$ cat src/rtl/life_if.sv
// Control and status bundle between the button/control logic and life_engine.
// The engine takes the slave side; the controller and display take the master side.
interface life_if #(
  parameter int unsigned ROWS  = 8,
  parameter int unsigned COLS  = 8,
  parameter int unsigned GEN_W = 16
);
  localparam int unsigned RW = (ROWS > 1) ? $clog2(ROWS) : 1;
  localparam int unsigned PW = $clog2(ROWS * COLS + 1);

  logic                 run;
  logic                 step;
  logic                 clear;
  logic                 load_en;
  logic [RW-1:0]        load_row;
  logic [COLS-1:0]      load_data;
  logic [ROWS*COLS-1:0] cells;
  logic                 busy;
  logic                 gen_done;
  logic [GEN_W-1:0]     generation;
  logic [PW-1:0]        population;
  logic                 stable;

  modport master (
    output run, step, clear, load_en, load_row, load_data,
    input  cells, busy, gen_done, generation, population, stable
  );

  modport slave (
    input  run, step, clear, load_en, load_row, load_data,
    output cells, busy, gen_done, generation, population, stable
  );
endinterface

$ cat src/rtl/life_engine.sv
// Row-serial cellular-automaton engine: evaluates one board row per cycle into a shadow
// board, then commits the whole generation at once together with its status.
module life_engine #(
  parameter int unsigned ROWS    = 8,
  parameter int unsigned COLS    = 8,
  parameter int unsigned WRAP    = 0,
  parameter logic [8:0]  BIRTH   = 9'b000001000,
  parameter logic [8:0]  SURVIVE = 9'b000001100,
  parameter int unsigned GEN_W   = 16,
  parameter int unsigned DIVIDER = 1
) (
  input logic   clk,
  input logic   rst_n,
  life_if.slave bus
);

  localparam int unsigned BW = ROWS * COLS;
  localparam int unsigned RW = (ROWS > 1) ? $clog2(ROWS) : 1;
  localparam int unsigned PW = $clog2(ROWS * COLS + 1);
  localparam int unsigned TW = (DIVIDER > 1) ? $clog2(DIVIDER) : 1;
  localparam int          NR = ROWS;
  localparam int          NC = COLS;

  typedef enum logic [1:0] {StIdle, StEval, StCommit} state_e;

  state_e           state_q;
  logic [BW-1:0]    cells_q, shadow_q;
  logic [RW-1:0]    row_q;
  logic [TW-1:0]    tick_q;
  logic [PW-1:0]    pop_acc_q, population_q;
  logic [GEN_W-1:0] gen_q;
  logic             mism_q, stable_q, busy_q, gen_done_q;

  logic [COLS-1:0]  cur_row, nxt_row;
  logic [3:0]       nbr;
  logic [PW-1:0]    row_pop;
  logic [BW-1:0]    shadow_ins, cells_loaded;
  logic             trigger;

  // Off-board neighbours read as dead unless the board is toroidal.
  function automatic logic cell_at(input logic [BW-1:0] b, input int r, input int c);
    int            rr, cc;
    logic [BW-1:0] sh;
    rr = r;
    cc = c;
    if (WRAP != 0) begin
      rr = (r + NR) % NR;
      cc = (c + NC) % NC;
    end else if (r < 0 || r >= NR || c < 0 || c >= NC) begin
      return 1'b0;
    end
    sh = b >> (rr * NC + cc);
    return sh[0];
  endfunction

  always_comb begin
    cur_row = COLS'(cells_q >> (int'(row_q) * NC));
    nxt_row = '0;
    row_pop = '0;
    nbr     = '0;
    for (int c = 0; c < NC; c++) begin
      nbr = '0;
      for (int dr = -1; dr <= 1; dr++) begin
        for (int dc = -1; dc <= 1; dc++) begin
          if (dr != 0 || dc != 0) begin
            nbr = nbr + 4'(cell_at(cells_q, int'(row_q) + dr, c + dc));
          end
        end
      end
      nxt_row[c] = cur_row[c] ? SURVIVE[nbr] : BIRTH[nbr];
      row_pop    = row_pop + PW'(nxt_row[c]);
    end
    shadow_ins   = (shadow_q & ~(BW'({COLS{1'b1}}) << (int'(row_q) * NC)))
                 | (BW'(nxt_row) << (int'(row_q) * NC));
    cells_loaded = (cells_q & ~(BW'({COLS{1'b1}}) << (int'(bus.load_row) * NC)))
                 | (BW'(bus.load_data) << (int'(bus.load_row) * NC));
    trigger      = bus.step | (bus.run & (tick_q == TW'(DIVIDER - 1)));
  end

  always_ff @(posedge clk or negedge rst_n) begin
    if (!rst_n) begin
      state_q      <= StIdle;
      cells_q      <= '0;
      shadow_q     <= '0;
      row_q        <= '0;
      tick_q       <= '0;
      pop_acc_q    <= '0;
      population_q <= '0;
      gen_q        <= '0;
      mism_q       <= 1'b0;
      stable_q     <= 1'b1;
      busy_q       <= 1'b0;
      gen_done_q   <= 1'b0;
    end else begin
      case (state_q)
        StIdle: begin
          gen_done_q <= 1'b0;
          if (bus.clear) begin
            cells_q      <= '0;
            gen_q        <= '0;
            population_q <= '0;
            stable_q     <= 1'b1;
            tick_q       <= '0;
          end else if (bus.load_en) begin
            cells_q <= cells_loaded;
          end else if (trigger) begin
            state_q   <= StEval;
            busy_q    <= 1'b1;
            row_q     <= '0;
            pop_acc_q <= '0;
            mism_q    <= 1'b0;
            tick_q    <= '0;
          end else if (bus.run) begin
            tick_q <= tick_q + TW'(1);
          end
        end
        StEval: begin
          shadow_q  <= shadow_ins;
          pop_acc_q <= pop_acc_q + row_pop;
          mism_q    <= mism_q | (nxt_row != cur_row);
          if (row_q == RW'(ROWS - 1)) begin
            state_q <= StCommit;
          end else begin
            row_q <= row_q + RW'(1);
          end
        end
        StCommit: begin
          cells_q      <= shadow_q;
          gen_q        <= gen_q + GEN_W'(1);
          population_q <= pop_acc_q;
          stable_q     <= ~mism_q;
          gen_done_q   <= 1'b1;
          busy_q       <= 1'b0;
          state_q      <= StIdle;
        end
        default: state_q <= StIdle;
      endcase
    end
  end

  assign bus.cells      = cells_q;
  assign bus.busy       = busy_q;
  assign bus.gen_done   = gen_done_q;
  assign bus.generation = gen_q;
  assign bus.population = population_q;
  assign bus.stable     = stable_q;

endmodule

$ cat src/flat_wrapper.sv
// flat-port wrapper written by rule: the top's interface ports become plain ports
module life_engine_flat 
#(
  parameter int unsigned ROWS    = 8,
  parameter int unsigned COLS    = 8,
  parameter int unsigned WRAP    = 0,
  parameter logic [8:0]  BIRTH   = 9'b000001000,
  parameter logic [8:0]  SURVIVE = 9'b000001100,
  parameter int unsigned GEN_W   = 16,
  parameter int unsigned DIVIDER = 1
)
  (clk, rst_n, bus_run, bus_step, bus_clear, bus_load_en, bus_load_row, bus_load_data, bus_cells, bus_busy, bus_gen_done, bus_generation, bus_population, bus_stable);
  life_if #(.ROWS(ROWS), .COLS(COLS), .GEN_W(GEN_W)) bus_i ();
  input logic clk;
  input logic rst_n;
  input wire logic [$bits(bus_i.run)-1:0] bus_run;
  input wire logic [$bits(bus_i.step)-1:0] bus_step;
  input wire logic [$bits(bus_i.clear)-1:0] bus_clear;
  input wire logic [$bits(bus_i.load_en)-1:0] bus_load_en;
  input wire logic [$bits(bus_i.load_row)-1:0] bus_load_row;
  input wire logic [$bits(bus_i.load_data)-1:0] bus_load_data;
  output wire logic [$bits(bus_i.cells)-1:0] bus_cells;
  output wire logic [$bits(bus_i.busy)-1:0] bus_busy;
  output wire logic [$bits(bus_i.gen_done)-1:0] bus_gen_done;
  output wire logic [$bits(bus_i.generation)-1:0] bus_generation;
  output wire logic [$bits(bus_i.population)-1:0] bus_population;
  output wire logic [$bits(bus_i.stable)-1:0] bus_stable;
  assign bus_i.run = bus_run;
  assign bus_i.step = bus_step;
  assign bus_i.clear = bus_clear;
  assign bus_i.load_en = bus_load_en;
  assign bus_i.load_row = bus_load_row;
  assign bus_i.load_data = bus_load_data;
  assign bus_cells = bus_i.cells;
  assign bus_busy = bus_i.busy;
  assign bus_gen_done = bus_i.gen_done;
  assign bus_generation = bus_i.generation;
  assign bus_population = bus_i.population;
  assign bus_stable = bus_i.stable;
  life_engine #(.ROWS(ROWS), .COLS(COLS), .WRAP(WRAP), .BIRTH(BIRTH), .SURVIVE(SURVIVE), .GEN_W(GEN_W), .DIVIDER(DIVIDER)) u_core (.clk(clk), .rst_n(rst_n), .bus(bus_i));
endmodule
$ cat config.mk
export PLATFORM = sky130hd
export DESIGN_NAME = life_engine_flat
export DESIGN_NICKNAME = d
export VERILOG_FILES = /design/src/rtl/life_if.sv /design/src/rtl/life_engine.sv /design/src/flat_wrapper.sv
export SDC_FILE = /design/constraint.sdc
export NUM_CORES = 1
export LEC_CHECK = 0
export CAP_MARGIN = 30
export CORE_UTILIZATION = 58
export CTS_CLUSTER_DIAMETER = 100
export DETAILED_ROUTE_END_ITERATION = 10
export GPL_TIMING_DRIVEN = 0
export HOLD_SLACK_MARGIN = 0.15
export PLACE_DENSITY_LB_ADDON = 0.1
export SLEW_MARGIN = 40
export SYNTH_ARGS = -nofsm -noshare
export SYNTH_HDL_FRONTEND = slang
export SYNTH_SLANG_ARGS = --single-unit
$ cat constraint.sdc
create_clock -name clk -period 10.5 [get_ports clk]
set_clock_uncertainty 0.2 [all_clocks]
set_input_delay 3.15 -clock clk [delete_from_list [all_inputs] [get_ports clk]]
set_output_delay 3.15 -clock clk [all_outputs]
set_load 0.05 [all_outputs]
# After elaboration in Yosys (flattened, before gate mapping)
# Memory sizes are Yosys's and may differ from the RTL's.
# Cells that the tools add are included.
# W data, S select, Z words.
dict set report totals {
  wordCells 280
  reg_bits 168
  output_inout_bits 90
  mem_count 16
  rom_bits 256
}
# memory words word_bits read_ports rd_clocked_by_memory_dff wr line_no
set memory_table {}
lappend memory_table {{(name not given)} 16 1 1 0 0 life_engine.sv:70} ;# nxt_row[c] = cur_row[c] ? SURVIVE[nbr] : BIRTH[nbr];
lappend memory_table {{(name not given)} 16 1 1 0 0 life_engine.sv:70}
lappend memory_table {{(name not given)} 16 1 1 0 0 life_engine.sv:70}
lappend memory_table {{(name not given)} 16 1 1 0 0 life_engine.sv:70}
lappend memory_table {{(name not given)} 16 1 1 0 0 life_engine.sv:70}
lappend memory_table {{(name not given)} 16 1 1 0 0 life_engine.sv:70}
lappend memory_table {{10 more memories} - - - - - -}
dict set report classes {
  n_lt_le_gt_ge 14
  add_sub_neg 83
  bitwise 11
  n_reduce_logical 14
  eq_ne 12
  muxes 90
  shift 28
}
# cell count
set ops {}
lappend ops {{$shr A64 B32 Y1} 23}
lappend ops {{$add A4 B1 Y4} 42}
lappend ops {{$add A32 B4 Y32 const B} 4}
lappend ops {{$and A64 B64 Y64} 2}
lappend ops {{$mux W64} 2}
lappend ops {{$not A64 Y64} 2}
lappend ops {{$or A64 B64 Y64} 2}
lappend ops {{$pmux W64 S2} 1}
lappend ops {{$shl A8 B6 Y64} 2}
lappend ops {{$shl A8 B6 Y64 const A} 2}
lappend ops {{$mux W1} 65}
lappend ops {{$add A32 B3 Y32 const B} 2}
lappend ops {{$shr A64 B6 Y8} 1}
lappend ops {{$add A7 B1 Y7} 6}
lappend ops {{$lt A4 B5 Y1 const B} 8}
lappend ops {{$add A8 B4 Y9 const B} 4}
lappend ops {{$add A32 B2 Y32 const B} 1}
lappend ops {{$ge A32 B5 Y1 const B} 1}
lappend ops {{$lt A32 B1 Y1 const B} 1}
lappend ops {{$pmux W16 S2} 1}
lappend ops {{$add A6 B3 Y7 const B} 4}
lappend ops {{$mux W7} 4}
lappend ops {{$pmux W7 S2} 2}
lappend ops {{$add A8 B3 Y9 const B} 2}
lappend ops {{other kinds (38)} 68}

# Longest topological paths before layout
# Gate-level depths: netlist of run 1.
dict set report logic_depth {
  ltp_word 24
  depth_mapped 35
}

# Least setup slack after synthesis of run 1
# No wires, ideal clock.
dict set report synth_path {
  kind {flip-flop to flip-flop}
  start {register u_core.row_q[0]}
  end {register u_core.pop_acc_q[6]}
  synth_period_minus_slack_ns 7.980
  n_path_buf 3
  required_ns 10.174
  setup_time_ns 0.126
  setup_slack_ns 2.520
  arrival_time_ns 7.653
  path_stages_with_launch 33
  cell_sequence {dfrtp_1 -> inv_1 -> buf_2 -> ha_1 -> ha_1 -> buf_1 -> clkbuf_1 -> mux4_2 -> nand2_1 -> a21oi_1 -> ha_1 -> inv_1 -> fa_1 -> fa_1 -> fa_1 -> fa_1 -> nor3_1 -> mux2i_1 -> nor2_1 -> a21boi_2 -> fa_1 -> fa_1 -> fa_1 -> ha_1 -> inv_1 -> fa_1 -> nor2b_1 -> o21ai_0 -> nand2b_1 -> a21oi_1 -> nor2_1 -> xnor2_1 -> nor2_1}
}
dict set report synth_via {
  elab_chain_len 24
}
# item line_no
set synth_rtl {}
lappend synth_rtl {{start, declared} life_engine.sv:28} ;# logic [RW-1:0] row_q;
lappend synth_rtl {{start signal, assigned} life_engine.sv:124} ;# row_q <= row_q + RW'(1);
lappend synth_rtl {{branches (longest 21 deep; another with $add A8 B2 Y9)} -}
lappend synth_rtl {{$add A7 B1 Y7 *} life_engine.sv:71} ;# row_pop = row_pop + PW'(nxt_row[c]);
lappend synth_rtl {{$add A7 B7 Y7 *} life_engine.sv:119} ;# pop_acc_q <= pop_acc_q + row_pop;
lappend synth_rtl {{$pmux W7 S2 *} life_engine.sv:95} ;# case (state_q)
lappend synth_rtl {{end signal, assigned} life_engine.sv:119}
lappend synth_rtl {{end, declared} life_engine.sv:30} ;# logic [PW-1:0] pop_acc_q, population_q;
# Mark *: on every way between the ends. The select of a mux whose other input is x is not followed.
# A chain may end at the register's enable or synchronous reset.

# Worst setup path in the final report of run 1
# Ends and elaborated chain as after synthesis.

==> results of run 1 <==
[layout make-up]
type | instances | share of cell area [%]
Timing Repair Buffer | 99 | 8.32
Buffer | 58 | 2.51
Clock inverter | 13 | 1.03
Clock buffer | 18 | 3.46
Inverter | 54 | 1.66
Tap cell | 225 | 2.27
Sequential cell | 168 | 33.9
Multi-Input combinational cell | 788 | 46.8
[worst paths after layout]
path / end / cells past startpoint / startpoint / slack, ps
worst max-delay path: u_core.pop_acc_q[6] / 33 / u_core.row_q[0] / 750
min in group asynchronous: u_core.bus.generation[6] / 1 / rst_n / 2340
worst min register to register: u_core.bus.busy / 2 / u_core.bus.busy / 290
worst max register to register: u_core.pop_acc_q[6] / 33 / u_core.row_q[0] / 750
max in group asynchronous: u_core.bus.cells[39] / 3 / rst_n / 6710
worst min-delay path: u_core.bus.busy / 2 / u_core.bus.busy / 290
[cells in the mapped netlist, types with 4 or more instances]
library cell	count	area, um^2
o21ai_1	52	260
inv_1	50	188
buf_2	11	55.1
nor3_2	8	80.1
buf_1	11	41.3
a22o_1	41	359
nor2b_1	8	50.1
nand3b_1	4	30.0
fa_1	33	661
nand2_1	204	766
clkbuf_1	25	93.8
mux4_2	30	676
or3_1	4	25.0
dfrtp_1	167	4180
nor3_1	14	70.1
nand3_1	27	135
ha_1	43	538
a22oi_1	64	480
nand2b_1	14	87.6
o21a_1	4	30.0
nand4_1	6	37.5
mux2i_1	23	230
buf_4	5	37.5
o31ai_1	4	30.0
a21oi_1	19	95.1
o21ai_0	67	335
nor2_1	51	191
xor2_1	7	61.3
o22ai_1	10	62.6
[state kept, by name, summed over array words and instances, names as in the netlist, 2 cells and up]
register,count
u_core.bus.cells,64
u_core.shadow_q,64
u_core.bus.generation,16
u_core.bus.population,7
u_core.pop_acc_q,7
u_core.row_q,3
u_core.state_q,2
[kinds of logic (layout without fill, tap and decap cells)]
family	count (synthesis)	in the layout	share of synthesized area, %
flops	168	168	40.0
mux	58	58	9.16
buf+inv	112	242	4.92
simple gates	357	357	15.3
compound gates	287	287	18.4
xor+xnor	10	10	0.833
fa+ha+maj	76	76	11.4
[per-layer routing]
layer | global-route usage (%) | up-vias | routed length (um)
li1 | - | 4063 | -
met2 | 57.5 | 603 | 15600
met5 | 0 | - | 0
met1 | 53.8 | 4588 | 14000
met3 | 11.1 | 111 | 4010
met4 | 15.9 | 0 | 1320
[per-stage QoR]
stage	setup TNS, ps	total power, mW
after detailed placement	0	2.61
after CTS	0	3.22
after global routing	0	3.43
after global placement	-124560	2.57
after floorplan	0	2.06
final	0	3.26
[critical path, delay by kind of cell (launching register included)]
family / cells / cell delay (ps)
adder cells (fa/ha/maj): 12 / 4640
flip-flops: 1 / 530
AND/OR/NAND/NOR: 8 / 1180
AO/OA/AOI/OAI: 4 / 960
multiplexers: 1 / 330
XOR/XNOR: 1 / 120
buffers and inverters: 7 / 1650
[cells in the final DEF, fill, tap and decap left out, types with 4 or more instances in the layout]
cell type / Yosys / routed
xor2_1: 7 / 7
o31ai_1: 4 / 4
clkbuf_16: 0 / 17
dfrtp_1: 167 / 167
clkbuf_1: 25 / 26
nand4_1: 6 / 6
a22oi_1: 64 / 64
or3_1: 4 / 4
nor2b_1: 8 / 8
inv_1: 50 / 50
o21ai_1: 52 / 52
mux4_2: 30 / 30
o22ai_1: 10 / 10
nor3_1: 14 / 14
clkdlybuf4s50_1: 0 / 96
buf_4: 5 / 5
o21a_1: 4 / 4
a22o_1: 41 / 41
inv_6: 0 / 7
buf_1: 11 / 11
nand2b_1: 14 / 14
nand3_1: 27 / 27
nand3b_1: 4 / 4
buf_2: 11 / 11
nor3_2: 8 / 8
mux2i_1: 23 / 23
ha_1: 43 / 43
fa_1: 33 / 33
nand2_1: 204 / 204
o21ai_0: 67 / 67
a21oi_1: 19 / 19
nor2_1: 51 / 51
[power breakdown]
part	internal (mW)	switching (mW)	total (mW)
clock network	0.314	0.288	0.601
registers	0.778	0.154	0.933
logic	0.596	1.13	1.73
total	1.69	1.57	3.26
==> impl_metrics.env, run 1 <==
export IMPL_status="completed"
export IMPL_numCtsBuffers=17
export IMPL_cts_tree="yes"
export IMPL_cts_setup_buffers=0
export IMPL_seqCellArea_um2=4210
export IMPL_clockRootBuffer="clkbuf_16"
export IMPL_synth_edff_count=0
export IMPL_antenna_cells=0
export IMPL_die_height_um=137
export IMPL_viasPerCell=6.58
export IMPL_slowest_delay_ps=620
export IMPL_rsz0062_at_grt="no"
export IMPL_p_leak_nw=5.41
export IMPL_num_rows=48
export IMPL_cp_data_arrival_time_ps=9870
export IMPL_ios=107
export IMPL_min_path_type="reg -> reg"
export IMPL_fin_util_pct=70.9
export IMPL_async_reset_ff_share_pct=100
export IMPL_design_area_um2=12400
export IMPL_instances_no_fill=1423
export IMPL_crit_fanout=12
export IMPL_fin_crit_sh_pct=92.9
export IMPL_final_layout_size_suffix_gt1_share_pct=9.68
export IMPL_synth_cells=1068
export IMPL_synth_main_ff_cell="dfrtp_1"
export IMPL_critPathSlowestCell="clkbuf_1"
export IMPL_cp_end_kind="flop"
export IMPL_fp_dieW_um=137
export IMPL_path_clk_slew_ps=70
export IMPL_grt_overflow=0
export IMPL_cp_start_kind="flop"
export IMPL_multi_input_area_um2=5800
export IMPL_worst_path_most_repeated_cell="fa_1"
export IMPL_routabilityCongestion=1.00
export IMPL_vias=9365
export IMPL_post_cts_resized=0
export IMPL_avgSynthCellArea_um2=9.84
export IMPL_slew_headroom_pct=44.8
export IMPL_powerDensity_nw_per_um2=263
export IMPL_port_buffers=97
export IMPL_worst_slack_ps=746
export IMPL_whs_ps=286
export IMPL_clock_fmax_ghz=0.103
export IMPL_maxCapViolCount=0
export IMPL_seq_area_frac_synth_pct=40.0
export IMPL_synth_distinct_cells=69
export IMPL_placedCellCount=1392
export IMPL_die_area_um2=18700
export IMPL_synthToLayoutAreaGrowth_pct=17.9
export IMPL_ys_ff_latch=168
export IMPL_worst_pin_slew_ps=822
export IMPL_grt_usage_pct=38.9
export IMPL_fin_nets=1279
export IMPL_yosysWarningCount=0
export IMPL_insertion_delay_ps=440
export IMPL_grt_pass1_vias=8893
export IMPL_crit_type="reg -> reg"
export IMPL_grt_pass1_wl_mm=52.2
export IMPL_min_period_ps=9750
export IMPL_core_area_um2=17500
export IMPL_worstPathRequired_ps=10610
export IMPL_clockBufferDepth=2
export IMPL_setup_viol=0
export IMPL_placed_area_um2=11800
export IMPL_irDropWorstVdd_mv=0.134
export IMPL_timing_final_max_slew_violations=0
export IMPL_drt_iter0_drc=1114
export IMPL_cts_hold_buffers=0
export IMPL_grt_max_degree=75
export IMPL_fill_cells=1350
export IMPL_drtAntennaViolNets=0
export IMPL_dp_hpwl_mm=25.7
export IMPL_wl_mm=34.9
export IMPL_start_util_pct=60.1
export IMPL_synth_area_um2=10500
export IMPL_dp_worst_setup_slack_ps=944
export IMPL_wl_per_cell_um=24.5
export IMPL_h_tree_depth=4
export IMPL_hold_viol_final=0
export IMPL_clock_sinks=168
export IMPL_dr_pass1_iters=6
export IMPL_synthesis_nets=1161
export IMPL_drc=0
export IMPL_antenna_found_initial=0
Power figures use the tool's default switching activity.
==> run 2, diff against run 1 <==
--- a/config.mk
+++ b/config.mk
@@ -6,13 +6,14 @@
 export NUM_CORES = 1
 export LEC_CHECK = 0
 export CAP_MARGIN = 30
-export CORE_UTILIZATION = 58
+export CELL_PAD_IN_SITES_DETAIL_PLACEMENT = 1
+export CELL_PAD_IN_SITES_GLOBAL_PLACEMENT = 2
+export CORE_UTILIZATION = 37
 export CTS_CLUSTER_DIAMETER = 100
 export DETAILED_ROUTE_END_ITERATION = 10
 export GPL_TIMING_DRIVEN = 0
 export HOLD_SLACK_MARGIN = 0.15
 export PLACE_DENSITY_LB_ADDON = 0.1
-export SLEW_MARGIN = 40
 export SYNTH_ARGS = -nofsm -noshare
 export SYNTH_HDL_FRONTEND = slang
 export SYNTH_SLANG_ARGS = --single-unit
==> impl_metrics.env, run 2 (synthesis results as in run 1) <==
export IMPL_status="completed"
export IMPL_port_buffers=97
export IMPL_min_path_type="reg -> reg"
export IMPL_final_layout_size_suffix_gt1_share_pct=9.60
export IMPL_die_area_um2=29100
export IMPL_layout_commonest_cell="nand2_1"
export IMPL_slew_headroom_pct=34.1
export IMPL_setup_viol=0
export IMPL_viasPerCell=5.70
export IMPL_crit_fanout=12
export IMPL_powerDensity_nw_per_um2=266
export IMPL_cp_data_arrival_time_ps=10050
export IMPL_worstPathRequired_ps=10610
export IMPL_ios=107
export IMPL_dp_worst_setup_slack_ps=609
export IMPL_min_period_ps=9940
export IMPL_cts_hold_buffers=0
export IMPL_wl_mm=40.0
export IMPL_cp_start_kind="flop"
export IMPL_worst_slack_ps=561
export IMPL_worst_pin_slew_ps=982
export IMPL_wl_met3_mm=1.67
export IMPL_numCtsBuffers=17
export IMPL_h_tree_depth=4
export IMPL_insertion_delay_ps=430
export IMPL_slowest_delay_ps=780
export IMPL_antenna_cells=0
export IMPL_layout_common_cells="nand2_1 (204), dfrtp_1 (167), clkdlybuf4s50_1 (96), o21ai_0 (67), a22oi_1 (64)"
export IMPL_hold_viol_final=0
export IMPL_wl_per_cell_um=25.4
export IMPL_grt_max_degree=89
export IMPL_rsz0062_at_grt="no"
export IMPL_p_total_mw=3.35
export IMPL_drtAntennaViolNets=0
export IMPL_path_clk_slew_ps=80
export IMPL_drt_iter0_drc=622
export IMPL_grt_overflow=0
export IMPL_synthToLayoutAreaGrowth_pct=19.8
export IMPL_fin_crit_sh_pct=94.7
export IMPL_timing_final_max_slew_violations=0
export IMPL_seqCellArea_um2=4210
export IMPL_dr_max_layer_used="met4"
export IMPL_cts_tree="yes"
export IMPL_setup_tns_ps=0
export IMPL_multi_input_area_um2=5790
export IMPL_drc=0
export IMPL_vias=8979
export IMPL_core_area_um2=27900
export IMPL_irDropWorstVdd_mv=0.105
export IMPL_p_leak_nw=5.42
export IMPL_routabilityCongestion=0.893
export IMPL_fin_nets=1278
export IMPL_grt_pass1_wl_mm=59.9
export IMPL_num_rows=61
export IMPL_wl_met1_mm=18.8
export IMPL_dp_hpwl_mm=30.4
export IMPL_routed_wl_met2_mm=18.5
export IMPL_clockRootBuffer="clkbuf_16"
export IMPL_fp_dieW_um=171
export IMPL_post_cts_resized=0
export IMPL_grt_usage_pct=28.5
export IMPL_worst_path_most_repeated_cell="fa_1"
export IMPL_clockBufferDepth=2
export IMPL_clock_fmax_ghz=0.101
export IMPL_dr_pass1_iters=5
export IMPL_antenna_found_initial=1
export IMPL_critPathSlowestCell="a21boi_2"
export IMPL_cp_end_kind="flop"
export IMPL_fill_cells=3147
export IMPL_clock_sinks=168
export IMPL_crit_type="reg -> reg"
export IMPL_die_height_um=171
export IMPL_cts_setup_buffers=0
export IMPL_start_util_pct=37.7
export IMPL_grt_pass1_vias=9285
export IMPL_maxCapViolCount=0
==> run 2: where the power goes <==
group / internal [mW] / switching [mW]
sequential: 0.778 / 0.158
combinational: 0.596 / 1.15
clock: 0.364 / 0.307
total: 1.74 / 1.61
==> run 2: critical path: cells and delay by family (launching register included) <==
kind / cells / cell delay (ps)
fa+ha+maj: 12 / 4760
buf+inv: 6 / 1470
compound gates: 4 / 1420
simple gates: 7 / 830
flops: 1 / 540
mux: 2 / 480
xor+xnor: 1 / 130
==> run 2: worst paths after layout <==
kind / from / to / slack, ps / cells past startpoint
hold / removal: u_core.bus.gen_done / u_core.bus.gen_done / 290 / 2
setup / recovery: u_core.row_q[0] / u_core.pop_acc_q[6] / 560 / 32
min in group asynchronous: rst_n / u_core.bus.generation[6] / 2490 / 1
setup reg to reg: u_core.row_q[0] / u_core.pop_acc_q[6] / 560 / 32
max in group asynchronous: rst_n / u_core.bus.cells[43] / 6650 / 2
hold reg to reg: u_core.bus.gen_done / u_core.bus.gen_done / 290 / 2
==> run 2: cell type report <==
type / count / share of cell area, %
Clock buffer: 18 / 3.41
Sequential cell: 168 / 33.4
Multi-Input combinational cell: 788 / 45.9
Clock inverter: 14 / 1.43
Tap cell: 378 / 3.76
Timing Repair Buffer: 98 / 7.97
Buffer: 58 / 2.47
Inverter: 54 / 1.63
==> run 2: through the flow <==
step,hold WS [ps],util (%),instances,area [um^2]
final,287,45.2,1576,12600
after global routing,310,45.2,1576,12600
after CTS,290,45.2,1576,12600
after global placement,262,42.9,1543,12000
after detailed placement,271,43.0,1544,12000
after floorplan,250,-,1068,10500
==> run 2: routing by layer <==
metal  vias to the layer above  global-route usage [%]
li1                       4048                       -
met1                      4645                    40.2
met2                       234                    45.4
met3                        52                    3.96
met4                         0                    8.89
met5                         -                       0
==> run 3, diff against run 2 <==
--- a/config.mk
+++ b/config.mk
@@ -8,11 +8,11 @@
 export CAP_MARGIN = 30
 export CELL_PAD_IN_SITES_DETAIL_PLACEMENT = 1
 export CELL_PAD_IN_SITES_GLOBAL_PLACEMENT = 2
-export CORE_UTILIZATION = 37
+export CORE_UTILIZATION = 40
 export CTS_CLUSTER_DIAMETER = 100
 export DETAILED_ROUTE_END_ITERATION = 10
 export GPL_TIMING_DRIVEN = 0
-export HOLD_SLACK_MARGIN = 0.15
+export HOLD_SLACK_MARGIN = 0.12
 export PLACE_DENSITY_LB_ADDON = 0.1
 export SYNTH_ARGS = -nofsm -noshare
 export SYNTH_HDL_FRONTEND = slang
==> constraint.sdc (replaced) <==
create_clock -name clk -period 12.7 [get_ports clk]
set_clock_uncertainty 0.2 [all_clocks]
set_input_delay 3.81 -clock clk [delete_from_list [all_inputs] [get_ports clk]]
set_output_delay 3.81 -clock clk [all_outputs]
set_load 0.05 [all_outputs]
==> impl_metrics.env, run 3 (synthesis results as in run 1) <==
export IMPL_antenna_cells=0
export IMPL_die_height_um=164
export IMPL_rrSetupSlack_ps=2860
export IMPL_timing_final_max_slew_violations=0
export IMPL_path_buf_inv=6
export IMPL_placed_area_um2=11900
export IMPL_post_cts_resized=0
export IMPL_worst_path_most_repeated_cell="fa_1"
export IMPL_worstPathRequired_ps=12810
export IMPL_wl_mm=39.0
export IMPL_clockRootBuffer="clkbuf_16"
export IMPL_maxCapViolCount=0
export IMPL_critical_path_top_delay_family="adder cells"
export IMPL_worst_pin_slew_ps=990
export IMPL_core_area_um2=25500
export IMPL_cp_data_arrival_time_ps=9950
export IMPL_clockBufferDepth=2
export IMPL_die_area_um2=26900
export IMPL_dr_pass1_iters=5
export IMPL_ff2ff_path_depth=32
export IMPL_crit_type="reg -> reg"
export IMPL_grt_pass1_wl_mm=59.6
export IMPL_synthToLayoutAreaGrowth_pct=19.1
export IMPL_grt_overflow=0
export IMPL_cp_end_kind="flop"
export IMPL_fill_cells=2868
export IMPL_timing_rr_end="u_core.pop_acc_q[6]"
export IMPL_cts_hold_buffers=0
export IMPL_fin_crit_sh_pct=77.5
export IMPL_min_path_type="reg -> reg"
export IMPL_cts_setup_buffers=0
export IMPL_fin_util_pct=49.1
export IMPL_p_leak_nw=5.40
export IMPL_vias=9149
export IMPL_drc=0
export IMPL_drt_iter0_drc=678
export IMPL_clock_sinks=168
export IMPL_layout_common_cells="nand2_1 (204), dfrtp_1 (167), clkdlybuf4s50_1 (96), o21ai_0 (67), a22oi_1 (64)"
export IMPL_numCtsBuffers=17
export IMPL_powerDensity_nw_per_um2=219
export IMPL_irDropWorstVdd_mv=0.0898
export IMPL_dp_hpwl_mm=29.6
export IMPL_h_tree_depth=4
export IMPL_grt_pass1_vias=9276
export IMPL_routabilityCongestion=0.884
export IMPL_p_total_mw=2.74
export IMPL_rsz0062_at_grt="no"
export IMPL_setup_viol=0
export IMPL_worstReg2RegStart="u_core.row_q[0]"
export IMPL_slowest_delay_ps=770
export IMPL_final_layout_size_suffix_gt1_share_pct=9.60
export IMPL_hold_depth=2
export IMPL_port_buffers=97
export IMPL_wl_per_cell_um=25.6
export IMPL_num_rows=58
export IMPL_path_clk_slew_ps=70
export IMPL_clock_fmax_ghz=0.102
export IMPL_slew_headroom_pct=33.8
export IMPL_status="completed"
export IMPL_design_area_um2=12500
export IMPL_setup_tns_ps=0
export IMPL_grt_max_degree=118
export IMPL_fin_nets=1278
export IMPL_critPathSlowestCell="a21boi_2"
export IMPL_antenna_found_initial=0
export IMPL_hp_start="u_core.shadow_q[41]"
export IMPL_min_to="u_core.shadow_q[41]"
export IMPL_min_period_ps=9840
export IMPL_crit_fanout=12
export IMPL_viasPerCell=5.99
export IMPL_insertion_delay_ps=450
export IMPL_drtAntennaViolNets=0
export IMPL_grt_usage_pct=30.4
export IMPL_start_util_pct=41.3
export IMPL_cts_tree="yes"
export IMPL_fp_dieW_um=164
export IMPL_layout_commonest_cell="nand2_1"
export IMPL_hold_viol_final=0
export IMPL_cp_start_kind="flop"
export IMPL_ios=107
run 3: routing by layer:
metal | part of all wire (%) | routed length [um] | global-route usage, % | up-vias
met3 | 5.5 | 2140 | 4.52 | 49
met2 | 47 | 18200 | 48.0 | 302
met4 | 2.0 | 766 | 8.46 | 0
li1 | - | - | - | 4052
met5 | 0 | 0 | 0 | -
met1 | 46 | 18000 | 43.2 | 4746
run 3: through the flow:
stage / hold slack [ps] / instances / worst slack [ps]
3_3_place_gp: 262 / 1495 / 357
2_1_floorplan: 250 / 1068 / 4720
3_5_place_dp: 271 / 1496 / 2930
6_report: 279 / 1528 / 2860
5_1_grt: 302 / 1528 / 2330
4_1_cts: 287 / 1528 / 2930
run 3: how the worst max path moves through the flow:
stage / start / endpoint / slack [ps] / cells after the start
floorplan: u_core.row_q[0] / u_core.pop_acc_q[6] / 4720 / 32
global placement: rst_n / u_core.bus.cells[12] / 360 / 1
detailed placement: u_core.row_q[0] / u_core.pop_acc_q[6] / 2930 / 32
CTS: u_core.row_q[0] / u_core.pop_acc_q[6] / 2930 / 32
global route: u_core.row_q[0] / u_core.pop_acc_q[6] / 2330 / 32
finish: u_core.row_q[0] / u_core.pop_acc_q[6] / 2860 / 32
run 3: final cells by class:
type	instances	area (um^2)	share of cell area [%]
Buffer	58	312	2.49
Clock buffer	18	429	3.43
Clock inverter	14	163	1.30
Inverter	54	205	1.64
Multi-Input combinational cell	788	5790	46.2
Sequential cell	168	4210	33.6
Tap cell	330	413	3.30
Timing Repair Buffer	98	1000	8.02
run 3: where the power goes:
part,switching (mW),internal [mW]
Combinational,0.946,0.490
Clock,0.253,0.280
Sequential,0.129,0.643
run 3: worst min-delay path: stages, from the launching register on:
cell	delay (ps)
dfrtp_1	340
nand2_1	50
o21ai_0	60
